`src/rtl/kbd_event_fifo.sv`:
```
// PS/2 keyboard event FIFO: folds E0/F0 prefix bytes into {brk, ext, code}
// events and queues them for a CPU reader with show-ahead data and a sticky overflow flag.
module kbd_event_fifo #(
  parameter int unsigned DEPTH     = 16,
  parameter int unsigned ERR_FLUSH = 1
) (
  input  logic                       clk,
  input  logic                       reset_i,
  input  logic [7:0]                 ps2_kbd_code_i,
  input  logic                       ps2_kbd_strobe_i,
  input  logic                       ps2_kbd_err_i,
  input  logic                       rd_i,
  input  logic                       clr_ovf_i,
  output logic [9:0]                 data_o,
  output logic                       valid_o,
  output logic [$clog2(DEPTH):0]     count_o,
  output logic                       overflow_o
);

  localparam int unsigned AW = $clog2(DEPTH);
  localparam int unsigned CW = AW + 1;
  localparam int unsigned EW = 10;

  localparam logic [1:0] ST_IDLE = 2'd0;
  localparam logic [1:0] ST_EXT  = 2'd1;
  localparam logic [1:0] ST_BRK  = 2'd2;

  localparam logic [7:0] CODE_EXT = 8'hE0;
  localparam logic [7:0] CODE_BRK = 8'hF0;

  logic [1:0]    state_q, state_d;
  logic          ext_q, ext_d;
  logic          emit_c;
  logic [EW-1:0] ev_c;

  logic [EW-1:0] mem_q [DEPTH];
  logic [AW-1:0] wr_ptr_q, wr_ptr_d;
  logic [AW-1:0] rd_ptr_q, rd_ptr_d;
  logic [CW-1:0] count_q, count_d;
  logic          valid_q, valid_d;
  logic          ovf_q, ovf_d;

  logic          full_c;
  logic          pop_c;
  logic          wr_en_c;
  logic          drop_c;

  // Prefix decoder: collapses E0/F0 prefixes into a single event.
  always_comb begin
    state_d = state_q;
    ext_d   = ext_q;
    emit_c  = 1'b0;
    ev_c    = '0;
    if ((ERR_FLUSH != 0) && ps2_kbd_err_i) begin
      state_d = ST_IDLE;
      ext_d   = 1'b0;
    end else if (ps2_kbd_strobe_i) begin
      case (state_q)
        ST_IDLE: begin
          if (ps2_kbd_code_i == CODE_EXT) begin
            state_d = ST_EXT;
          end else if (ps2_kbd_code_i == CODE_BRK) begin
            state_d = ST_BRK;
            ext_d   = 1'b0;
          end else begin
            emit_c = 1'b1;
            ev_c   = {2'b00, ps2_kbd_code_i};
          end
        end
        ST_EXT: begin
          if (ps2_kbd_code_i == CODE_BRK) begin
            state_d = ST_BRK;
            ext_d   = 1'b1;
          end else if (ps2_kbd_code_i != CODE_EXT) begin
            emit_c  = 1'b1;
            ev_c    = {2'b01, ps2_kbd_code_i};
            state_d = ST_IDLE;
          end
        end
        ST_BRK: begin
          if ((ps2_kbd_code_i != CODE_EXT) && (ps2_kbd_code_i != CODE_BRK)) begin
            emit_c  = 1'b1;
            ev_c    = {1'b1, ext_q, ps2_kbd_code_i};
            state_d = ST_IDLE;
            ext_d   = 1'b0;
          end
        end
        default: begin
          state_d = ST_IDLE;
          ext_d   = 1'b0;
        end
      endcase
    end
  end

  // Queue control: a pop in the same cycle makes room for a push into a full FIFO.
  always_comb begin
    full_c   = (count_q == CW'(DEPTH));
    pop_c    = rd_i && valid_q;
    wr_en_c  = emit_c && (!full_c || pop_c);
    drop_c   = emit_c && full_c && !pop_c;
    wr_ptr_d = wr_ptr_q;
    rd_ptr_d = rd_ptr_q;
    count_d  = count_q;
    if (wr_en_c) begin
      wr_ptr_d = wr_ptr_q + AW'(1);
    end
    if (pop_c) begin
      rd_ptr_d = rd_ptr_q + AW'(1);
    end
    case ({wr_en_c, pop_c})
      2'b10:   count_d = count_q + CW'(1);
      2'b01:   count_d = count_q - CW'(1);
      default: count_d = count_q;
    endcase
    valid_d = (count_d != '0);
    ovf_d   = clr_ovf_i ? 1'b0 : ovf_q;
    if (drop_c) begin
      ovf_d = 1'b1;
    end
  end

  always_ff @(posedge clk or posedge reset_i) begin
    if (reset_i) begin
      state_q  <= ST_IDLE;
      ext_q    <= 1'b0;
      wr_ptr_q <= '0;
      rd_ptr_q <= '0;
      count_q  <= '0;
      valid_q  <= 1'b0;
      ovf_q    <= 1'b0;
    end else begin
      state_q  <= state_d;
      ext_q    <= ext_d;
      wr_ptr_q <= wr_ptr_d;
      rd_ptr_q <= rd_ptr_d;
      count_q  <= count_d;
      valid_q  <= valid_d;
      ovf_q    <= ovf_d;
    end
  end

  // Storage is deliberately left out of reset.
  always_ff @(posedge clk) begin
    if (wr_en_c) begin
      mem_q[wr_ptr_q] <= ev_c;
    end
  end

  assign data_o     = mem_q[rd_ptr_q];
  assign valid_o    = valid_q;
  assign count_o    = count_q;
  assign overflow_o = ovf_q;

endmodule

```
`config.mk`:
```
export PLATFORM = sky130hd
export DESIGN_NAME = kbd_event_fifo
export DESIGN_NICKNAME = d
export VERILOG_FILES = /design/src/rtl/kbd_event_fifo.sv
export SDC_FILE = /design/constraint.sdc
export NUM_CORES = 1
export LEC_CHECK = 0
export CORE_MARGIN = 1.5
export CORE_UTILIZATION = 40
export CTS_BUF_LIST = sky130_fd_sc_hd__clkbuf_2
export CTS_CLUSTER_SIZE = 20
export DETAILED_ROUTE_END_ITERATION = 16
export GPL_TIMING_DRIVEN = 0
export HOLD_SLACK_MARGIN = 0.06
export SLEW_MARGIN = 20
export SYNTH_ARGS = -nofsm -noshare
export SYNTH_HDL_FRONTEND = slang
export SYNTH_SLANG_ARGS = --single-unit
```
`constraint.sdc`:
```
create_clock -name clk -period 2.4 [get_ports clk]
set_clock_uncertainty 0.2 [all_clocks]
set_input_delay 0.24 -clock clk [delete_from_list [all_inputs] [get_ports clk]]
set_output_delay 0.24 -clock clk [all_outputs]
set_load 0.02 [all_outputs]
```
**After elaboration in Yosys (flattened, before gate mapping)**

Memory sizes are Yosys's and may differ from the RTL's.
Index checks and enable logic that the tools add are counted.

- Bits in registers: 18
- Bits in writable memories: 160
- Bits of input ports: 14
- Output and inout port bits: 17
- Logic and storage cells: 77
- Memories kept: 1

- $add $sub $neg: 4
- Equality and inequality tests: 15
- Multiplexer cells: 36
- Reductions and logical operators: 14

Memory list:

| memory | depth | width | rd ports | clocked after memory_dff | wr ports | RTL line | text |
|---|---|---|---|---|---|---|---|
| mem_q | 16 | 10 | 1 | 0 | 1 | 36 | `logic [EW-1:0] mem_q [DEPTH];` |

Operators by type and width:

| cell | number |
|---|---|
| $mux 10 | 3 |
| $pmux 10 s3 | 1 |
| $mux 9 | 2 |
| $mux 1 | 17 |
| $eq 8x8->1 const B | 2 |
| $mux 8 | 2 |
| $ne 8x8->1 const B | 2 |
| $mux 2 | 7 |
| $ne 3x3->1 const B | 4 |
| $pmux 5 s2 | 1 |
| $add 4x1->4 const B | 2 |
| $ne 4x4->1 const B | 2 |
| $pmux 1 s3 | 2 |
| $pmux 2 s3 | 1 |
| $add 5x1->5 const B | 1 |
| $eq 5x5->1 const B | 1 |
| $logic_and 1x1->1 | 5 |
| $reduce_and 5->1 | 1 |
| $reduce_bool 5->1 | 1 |
| $sub 5x1->5 const B | 1 |
| $eq 2x1->1 const B | 2 |
| $eq 2x2->1 const B | 2 |
| $reduce_and 4->1 | 1 |
| $reduce_bool 2->1 | 2 |
| other kinds (3) | 4 |

**Depth between registers and ports, before layout**

Gate-level depths: netlist of the first run.

- Depth in word-level cells: 10
- Depth in mapped cells: 10

**Worst setup path before layout of the first run**

OpenSTA, ideal clock, no wires.

- Path type: reg-to-reg
- Start point: register state_q[1]
- End point: register valid_q (netlist: valid_o)
- Data arrival time: 2.263 ns
- Data required time: 2.060 ns
- Path slack: -0.204 ns
- Cell stages (with the launch flop): 11
- Clock period less this slack: 2.604 ns
- Cells stage by stage: dfrtp_1 -> and2_1 -> a211oi_2 -> buf_2 -> nor2_1 -> fa_1 -> a21o_1 -> a21oi_1 -> nand3b_1 -> o311ai_0 -> a31oi_1

- Cells in the longest elaborated chain, start to end: 8
- Elaborated cells between the ends (all ways): 11
- Classes of those cells: 4 x eq/ne; 4 x mux; 3 x reduce/logical

RTL lines:

| element | RTL line | text |
|---|---|---|
| start, declared | 31 | `logic [1:0] state_q, state_d;` |
| start signal, assigned | 133 | `state_q <= state_d;` |
| $eq 2x2->1 (tied with other cells) | 58 | `case (state_q)` |
| $pmux 1 s3 * | 58 |  |
| $mux 1 * | 57 | `end else if (ps2_kbd_strobe_i) begin` |
| $mux 1 * | 54 | `if ((ERR_FLUSH != 0) && ps2_kbd_err_i) begin` |
| $logic_and 1x1->1 * | 100 | `wr_en_c = emit_c && (!full_c \|\| pop_c);` |
| $eq 2x1->1 or $eq 2x2->1 (tied branches) | 111 | `case ({wr_en_c, pop_c})` |
| $pmux 5 s2 * | 111 |  |
| $reduce_bool 5->1 * | 116 | `valid_d = (count_d != '0);` |
| net valid_d | 40 | `logic valid_q, valid_d;` |
| end signal, assigned | 138 | `valid_q <= valid_d;` |
| end, declared | 40 |  |

Mark *: on every way through the listed nets, which the timed path passes. The rest lies on a longest branch.
A chain may end at the register's enable or synchronous reset.

**Final worst setup path of the first run**

- Start point: register rd_ptr_q[0]
- End point: output port data_o[3]

- Cells in the longest elaborated chain, start to end: 1

RTL lines:

| element | RTL line | text |
|---|---|---|
| start, declared | 38 | `logic [AW-1:0] rd_ptr_q, rd_ptr_d;` |
| start signal, assigned | 136 | `rd_ptr_q <= rd_ptr_d;` |
| $mem_v2 16x10 | - |  |
| end, declared | 14 | `output logic [9:0] data_o,` |

Every way passes these cells.

==> results of run 1 <==
-- through the flow --
step / worst slack (ps) / utilization, %
2_1_floorplan: -130 / -
3_3_place_gp: -1150 / 44.7
3_5_place_dp: -1010 / 45.0
4_1_cts: -838 / 50.4
5_1_grt: -932 / 50.8
6_report: -730 / 50.8
-- registers in the layout, summed over array words and instances, names as in the netlist --
name and count:
mem_q 160, count_o 5, rd_ptr_q 4, wr_ptr_q 4, state_q 2, ext_q 1
overflow_o 1, valid_o 1
-- report_power, final --
part | internal, mW | switching, mW | leakage [nW] | total [mW]
Clock | 0.377 | 1.03 | 0.118 | 1.41
Combinational | 2.05 | 1.86 | 1.19 | 3.91
Sequential | 3.62 | 0.220 | 1.70 | 3.84
-- area by class of cell --
cell class | instances | area [um2]
clock buffer | 17 | 85.1
tap | 225 | 282
multi-input combinational | 159 | 2100
timing repair buffer | 79 | 836
fill | 1397 | 8590
inverter | 5 | 18.8
buffer | 13 | 164
clock inverter | 15 | 133
sequential | 178 | 5260
-- final timing paths --
path	start	endpoint
min in group asynchronous	reset_i	ext_q
max	rd_ptr_q[0]	data_o[3]
min	ps2_kbd_strobe_i	mem_q[11][9]
min reg2reg	count_o[4]	count_o[4]
max reg2reg	state_q[0]	valid_o
max in group asynchronous	reset_i	count_o[0]
-- Yosys cell counts, types with 2 or more instances --
cell type    n  share of area, %
buf_2        2              0.14
buf_1        3              0.16
nand3b_1     2              0.21
clkbuf_1     6              0.31
a21o_1       2              0.21
mux4_2      50                16
nand4_1      2              0.17
edfxtp_1   160                67
xnor2_1      7              0.85
nor3_1       4              0.28
xor2_1       3              0.36
and2_1      12               1.0
nor2_1      16              0.83
mux2_2       3              0.47
dfrtp_1     18               6.2
a31oi_1      2              0.17
a21oi_1      4              0.28
o21ai_0      5              0.35
nand2_1     17              0.88
nor4b_1      2              0.24
buf_4        4              0.42
nand2b_1     3              0.26
ha_1         8               1.4
inv_1        5              0.26
nor3b_1      2              0.21
-- kinds of logic (layout without fill, tap and decap cells) --
logic type / after synthesis / after routing
AO/OA/AOI/OAI: 20 / 20
multiplexers: 54 / 54
AND/OR/NAND/NOR: 66 / 66
XOR/XNOR: 10 / 10
adder cells (fa/ha/maj): 9 / 9
buffers and inverters: 21 / 129
flip-flops: 178 / 178
-- routing by layer --
metal	GRT usage, %	vias to the layer above	routed length, um
li1	-	1643	-
met3	4.71	23	818
met5	0	-	0
met2	30.2	116	7880
met4	5.32	0	244
met1	23.0	1974	6600
-- critical path: stages (launching register included) --
cell and delay [ps]:
dfrtp_1 430, buf_8 160, buf_12 160, buf_12 120
mux4_2 490, mux4_2 480, buf_6 150
-- repair_timing --
action | CTS | global route
cloned | 1 | 0
hold buffers | 8 | 0
gates resized for setup | 123 | 21
setup endpoints to repair | 176 | 177
setup buffers | 34 | 6
endpoints found under the hold margin | 23 | 0
pin swaps | 24 | 12
==> flow_summary.toml, run 1 <==
[run_status]
status = "finished, violations left"
violations = "setup timing"

[logic_synthesis]
synthAdderAreaFrac_pct = 1.67
synth_xor_area_share_pct = 1.21
synth_top_family_by_area = "multiplexers"
netlist_area_um2 = 7210
synth-edff-count = 160
synth_cells = 358
syn-num-nets = 381
synth-seq-cells = 178
synth.distinct_cells = 41
yosys_warnings = 0
ys_async_sr_fraction_pct = 10.1
yosysSeqAreaShare_pct = 72.9
synth_area_per_cell_um2 = 20.1
synthMuxAreaShare_pct = 16.2
synth-main-ff-cell = "edfxtp_1"
synth-compound-area-share_pct = 1.80
yosys.area_share.simple_pct = 4.79

[floorplan]
fp.dieH_um = 137
core_um2 = 17500
rows = 48
dieArea_um2 = 18800
die_w_um = 137
ios = 31
start_util_pct = 41.3

[finish]
drive_gt1_share_pct = 39.9
mostFrequentLayoutCells = "160 x edfxtp_1, 50 x mux4_2, 27 x buf_4, 17 x clkbuf_2, 17 x clkdlybuf4s50_1"
diodes = 0
syn_to_final_growth_pct = 23.2
fin_nets = 476
final_area_um2 = 8880
final_cell_count_no_fill = 691
layout_commonest_cell = "edfxtp_1"

[power]
peakVddDrop_mv = 0.850
powerDensity_nw_per_um2 = 1030
p_total_mw = 9.16
p_leak_nw = 3.01

[placed_design]
place_area_um2 = 7860
io_buffers = 30
placed_cells = 614
dp.final_hpwl_um = 9340
gp_congestion = 0.762

[timing]
fin_tns_setup_ps = -7150
rsz0062_at_grt = "yes"
min_period_ps = 3130
worst_slew_pin_slew_ps = 761
fmax_mhz = 319
finalMaxSlewViolations = 0
whs_ps = 193
max-slew-margin-rel_pct = 48.8
hold_violations = 0
setup_violations = 13
fin_crit_sh_pct = 130
fin_ws_ps = -730

[min_path]
worstHoldPathCells = 3
hp-class = "in -> reg"

[clock_tree]
clock-root-buffer = "clkbuf_2"
cts_tree = "built"
cts_buffers = 17
clkLatencyLatePin_ps = 710
clk_pin_slew_worst_paths_ps = 240
cts.sink_count = 178
clk_path_buf_depth = 2
cts_htree_levels = 4

[job]
drv_cap = 0

[grt]
grt_pass1_wl_um = 23300
overflow = 0
grt_max_degree = 19
grt_usage_pct = 17.9
antenna_found_initial = 0
grt_pass1_vias = 3956

[worst_setup_path]
required_ps = 1960
reg2reg_slack_ps = -120
startpoint_type = "flop"
reg2regPathDepth = 10
critPathMaxFanout = 8
crit_arrival_ps = 2690
worst_setup_path_end_kind = "output port"
worstSetupPathType = "reg -> out"

[detailed_routing]
routed_via_density = 5.44
postRouteAntennaNets = 0
drt_iter0_markers = 233
drt_pass1_iterations = 4
drt_wl_total_um = 15500
wire_per_inst_um = 22.5
vias = 3756
route.detailed.drc = 0
No activity file was read; power rests on OpenSTA's default activity.
==> run 2, diff against run 1 <==
--- a/config.mk
+++ b/config.mk
@@ -5,7 +5,7 @@
 export SDC_FILE = /design/constraint.sdc
 export NUM_CORES = 1
 export LEC_CHECK = 0
-export CORE_MARGIN = 1.5
+export CORE_MARGIN = 3
 export CORE_UTILIZATION = 40
 export CTS_BUF_LIST = sky130_fd_sc_hd__clkbuf_2
 export CTS_CLUSTER_SIZE = 20
==> flow_summary.toml, run 2 (same netlist as run 1, synthesis figures left out) <==
[clock_tree]
cts.sink_count = 178
cts_htree_levels = 4
cts_buffers = 17
clkLatencyLatePin_ps = 740
clk_path_buf_depth = 2
clk_pin_slew_worst_paths_ps = 230
cts_tree = "built"
clock-root-buffer = "clkbuf_2"

[detailed_routing]
drt_wl_total_um = 15700
routed_via_density = 5.40
postRouteAntennaNets = 0
drt_iter0_markers = 234
wire_per_inst_um = 22.3
vias = 3782
drt_pass1_iterations = 5
route.detailed.drc = 0

[floorplan]
ios = 31
core_um2 = 17500
die_w_um = 140
fp.dieH_um = 140
start_util_pct = 41.3
rows = 48
dieArea_um2 = 19700

[timing]
rsz0062_at_grt = "yes"
fin_ws_ps = -755
hold_violations = 0
fin_crit_sh_pct = 131
setup_violations = 12
finalMaxSlewViolations = 0
fin_tns_setup_ps = -7520
min_period_ps = 3160
worst_slew_pin_slew_ps = 770
fmax_mhz = 317
max-slew-margin-rel_pct = 48.6

[grt]
antenna_found_initial = 0
grt_pass1_vias = 4028
overflow = 0
grt_usage_pct = 16.6
grt_max_degree = 19
grt_pass1_wl_um = 24100

[finish]
drive_gt1_share_pct = 41.0
layout_commonest_cell = "edfxtp_1"
fillers = 1390
mostFrequentLayoutCells = "160 x edfxtp_1, 50 x mux4_2, 33 x buf_4, 18 x clkbuf_2, 17 x buf_12"
diodes = 0
syn_to_final_growth_pct = 25.3
top_register = "mem_q"
fin_nets = 486
post-route-util_pct = 51.7
largest_reg_flops = 160

[power]
p_sw_mw = 3.07
clkPwrFrac_pct = 17.1
internal-power_mw = 6.25
powerDensity_nw_per_um2 = 1030
p_sw_share_pct = 33.0
pwr-share-seq_pct = 41.2
combPwrFrac_pct = 41.7
p_leak_nw = 3.11
p_total_mw = 9.32
peakVddDrop_mv = 0.658

[worst_setup_path]
r2r-end = "count_o[4]"
reg2regPathDepth = 10
startpoint_type = "flop"
critPathMaxFanout = 10
worstReg2RegStart = "state_q[1]"
worstSetupEndpoint = "data_o[3]"
crit_arrival_ps = 2720
worstSetupPathType = "reg -> out"
required_ps = 1960
reg2reg_slack_ps = -90
worst_setup_path_end_kind = "output port"
critPathLaunch = "rd_ptr_q[0]"

[placed_design]
io_buffers = 30
gp_congestion = 0.774
dpl_worst_slack_ps = -966
dp.final_hpwl_um = 9460

[min_path]
hp-class = "in -> reg"

[run_status]
violations = "setup timing"
status = "finished, violations left"

[job]
drv_cap = 0
## run 2: changes by cell type in the layout (fill, tap and decap cells not counted), moves of 2 or more
cell,previous run,this run
clkinv_4,3,1
buf_12,14,17
clkinvlp_4,5,3
bufinv_16,1,3
clkinv_2,1,4
nand2_2,2,0
nand2_4,2,4
buf_4,27,33
buf_6,12,14
## run 2: repair_timing
action / 4_1_cts / 5_1_grt
endpoints found under the hold margin: 25 / 0
pin swaps: 23 / 12
hold buffers: 8 / 0
gates resized for setup: 126 / 17
gates cloned: 1 / 0
endpoints found under the setup margin: 176 / 138
buffers inserted: 40 / 9
## run 2: through the flow
step	instances	area, um2	hold slack (ps)
floorplan	358	7240	-21.4
global placement	613	7820	321
detailed placement	614	7860	324
CTS	694	8910	96.5
global route	701	9030	93.4
finish	701	9030	172
## run 2: routing by layer
layer  GRT usage [%]  part of all wire [%]  vias up
li1                -                     -     1667
met3            4.13                   7.4       18
met5               0                     0        -
met1            22.0                    40     1982
met4            4.49                   1.7        0
met2            27.6                    51      115
## run 2: worst min path at each step
stage                startpoint           end  cells after the start  slack, ps
2_1_floorplan           reset_i    count_o[0]                      1        -20
3_3_place_gp              ext_q         ext_q                      2        320
3_5_place_dp         overflow_o    overflow_o                      2        320
4_1_cts        ps2_kbd_strobe_i  mem_q[12][9]                      3        100
5_1_grt        ps2_kbd_strobe_i  mem_q[15][9]                      3         90
6_report       ps2_kbd_strobe_i  mem_q[15][9]                      3        170
## run 2: power groups by stage
stage               Combinational, mW  Clock [mW]  Sequential, mW
finish                           3.89        1.60            3.84
global route                     4.16        1.78            3.87
floorplan                        2.10           0            3.86
CTS                              3.85        1.64            3.80
global placement                 3.16           0            3.82
detailed placement               3.24           0            3.83
## run 2: worst max-delay path: stages, from the launching register on
cell and delay [ps]:
dfrtp_1 430, buf_8 160, buf_12 150, mux4_2 540
mux4_2 540, buf_6 160
## run 2: layout make-up
cell class / instances / area, um2 / area share [%]
clock inverters: 14 / 163 / 1.80
clock buffers: 18 / 90.1 / 0.997
inverters: 5 / 18.8 / 0.208
well taps: 225 / 282 / 3.12
multi-input cells: 159 / 2100 / 23.2
plain buffers: 14 / 179 / 1.98
flip-flops and latches: 178 / 5260 / 58.3
repair buffers: 88 / 943 / 10.4
==> run 3, diff against run 2 <==
--- a/config.mk
+++ b/config.mk
@@ -6,12 +6,13 @@
 export NUM_CORES = 1
 export LEC_CHECK = 0
 export CORE_MARGIN = 3
-export CORE_UTILIZATION = 40
-export CTS_BUF_LIST = sky130_fd_sc_hd__clkbuf_2
+export CORE_UTILIZATION = 56
+export CTS_BUF_LIST = sky130_fd_sc_hd__clkbuf_2 sky130_fd_sc_hd__clkbuf_4 sky130_fd_sc_hd__clkbuf_8
 export CTS_CLUSTER_SIZE = 20
 export DETAILED_ROUTE_END_ITERATION = 16
 export GPL_TIMING_DRIVEN = 0
 export HOLD_SLACK_MARGIN = 0.06
+export PLACE_DENSITY = 0.77
 export SLEW_MARGIN = 20
 export SYNTH_ARGS = -nofsm -noshare
 export SYNTH_HDL_FRONTEND = slang
==> flow_summary.toml, run 3 (same netlist as run 1, synthesis figures left out) <==
[run_status]
status = "finished, violations left"
violations = "setup timing"

[clock_tree]
cts_buffers = 17
clk_path_buf_depth = 2
cts.sink_count = 178
clock-root-buffer = "clkbuf_8"
clk_pin_slew_worst_paths_ps = 90
cts_htree_levels = 4
cts_tree = "built"
clkLatencyLatePin_ps = 460

[timing]
worst_slew_pin_slew_ps = 732
hold_violations = 0
fmax_mhz = 336
min_period_ps = 2980
rsz0062_at_grt = "yes"
fin_tns_setup_ps = -5370
setup_violations = 43
finalMaxSlewViolations = 0
whs_ps = 173
fin_crit_sh_pct = 124
max-slew-margin-rel_pct = 51.2
fin_ws_ps = -578

[worst_setup_path]
worstSetupPathType = "in -> reg"
cp_slowest_cell = "clkdlybuf4s50_1"
r2r-end = "valid_o"
crit_arrival_ps = 3060
critical-path-top-delay-family = "buffers and inverters"
critPathBufInv = 6
critPathLaunch = "ps2_kbd_err_i"
worstReg2RegStart = "state_q[1]"
critPathMaxFanout = 5
path_cells = "clkdlybuf4s50_1, nand2b_1, a211oi_4, buf_6, buf_6, nor2_4, buf_4, buf_4, ha_4, a21oi_4, buf_4, o31ai_1, a31oi_1"
reg2regPathDepth = 12
required_ps = 2480
slowest_delay_ps = 460
cp_common_cell = "buf_4"
reg2reg_slack_ps = -570
worst_setup_path_end_kind = "flop"
startpoint_type = "input port"

[min_path]
min_from = "clr_ovf_i"
hp-class = "in -> reg"
hold_end = "overflow_o"
worstHoldPathCells = 2

[power]
clkPwrFrac_pct = 20.2
pwr-share-seq_pct = 38.0
p_leak_nw = 3.10
p_sw_share_pct = 32.0
internal-power_mw = 6.95
combPwrFrac_pct = 41.8
peakVddDrop_mv = 0.788
powerDensity_nw_per_um2 = 1130
p_sw_mw = 3.27

[detailed_routing]
drt_iter0_markers = 508
drt_wl_total_um = 16500
routed_via_density = 6.23
postRouteAntennaNets = 0
drt_pass1_iterations = 5
wire_per_inst_um = 26.4
route.detailed.drc = 0
vias = 3893

[grt]
use_met3_pct = 4.18
use_met1_pct = 31.3
busiest_layer = "met2"
overflow = 0
antenna_found_initial = 0
grt_pass1_vias = 3941
grt_max_degree = 19
grt_usage_pct = 22.7
grt_use_met2_pct = 37.4
grt_pass1_wl_um = 23300

[floorplan]
dieArea_um2 = 14300
die_w_um = 119
fp.dieH_um = 119
core_um2 = 12300
ios = 31
rows = 40
start_util_pct = 58.6

[placed_design]
io_buffers = 30
gp_congestion = 0.775
place_area_um2 = 7760
dpl_worst_slack_ps = -1100
dp.final_hpwl_um = 9180

[finish]
regArea_um2 = 5260
layout_commonest_cell = "edfxtp_1"
fillers = 688
diodes = 0
fin_nets = 467
multi_input_area_um2 = 2170
top_register = "mem_q"
final_area_um2 = 9080
post-route-util_pct = 73.7
drive_gt1_share_pct = 39.8
largest_reg_flops = 160
mostFrequentLayoutCells = "160 x edfxtp_1, 50 x mux4_2, 20 x clkbuf_8, 19 x buf_4, 16 x buf_12"
syn_to_final_growth_pct = 25.9

[job]
drv_cap = 0
==> run 3: power groups by stage <==
stage               clock [mW]  sequential [mW]  combinational, mW
CTS                       2.06             3.81               3.56
global route              2.19             3.91               4.47
global placement             0             3.82               3.09
finish                    2.06             3.89               4.27
detailed placement           0             3.84               3.14
floorplan                    0             3.86               2.10
==> run 3: layer usage <==
| layer | wire length, um | up-vias |
|---|---|---|
| met2 | 8840 | 185 |
| met1 | 6250 | 2045 |
| met5 | 0 | - |
| met4 | 437 | 0 |
| met3 | 999 | 40 |
| li1 | - | 1623 |
==> run 3: stage by stage <==
stage	total power [mW]	std cells
3_3_place_gp	6.91	556
2_1_floorplan	5.96	358
6_report	10.2	625
4_1_cts	9.42	610
3_5_place_dp	6.98	557
5_1_grt	10.6	625
==> run 3: worst max-delay path by stage <==
stage                        endpoint  slack (ps)  depth (start not counted)
after floorplan               valid_o        -130                         10
after global routing          valid_o        -500                         12
after detailed placement      valid_o       -1100                         11
after CTS                   data_o[0]        -460                          5
final                         valid_o        -580                         13
after global placement    mem_q[0][9]       -1050                          4
==> run 3: what timing repair did <==
action / 4_1_cts / 5_1_grt
gates cloned: 0 / 5
hold buffers: 1 / 0
pin swaps: 18 / 20
endpoints found under the setup margin: 175 / 188
gates resized for setup: 129 / 37
buffers inserted: 22 / 13
hold endpoints to repair: 18 / 0
==> run 3: final cells by class <==
cell class / instances / area share, %
timing repair buffer: 69 / 9.17
clock buffer: 20 / 2.83
multi-input combinational: 159 / 24.0
tap: 168 / 2.32
sequential: 178 / 57.9
buffer: 14 / 2.05
clock inverter: 12 / 1.54
inverter: 5 / 0.207
==> run 3: worst reg2reg max path: stages (launching register included) <==
cell,delay [ps]
dfrtp_2,420
and2_4,180
a211oi_4,210
buf_6,150
buf_6,100
nor2_4,60
buf_4,170
buf_4,140
ha_4,290
a21oi_4,70
buf_4,140
o31ai_1,420
a31oi_1,250
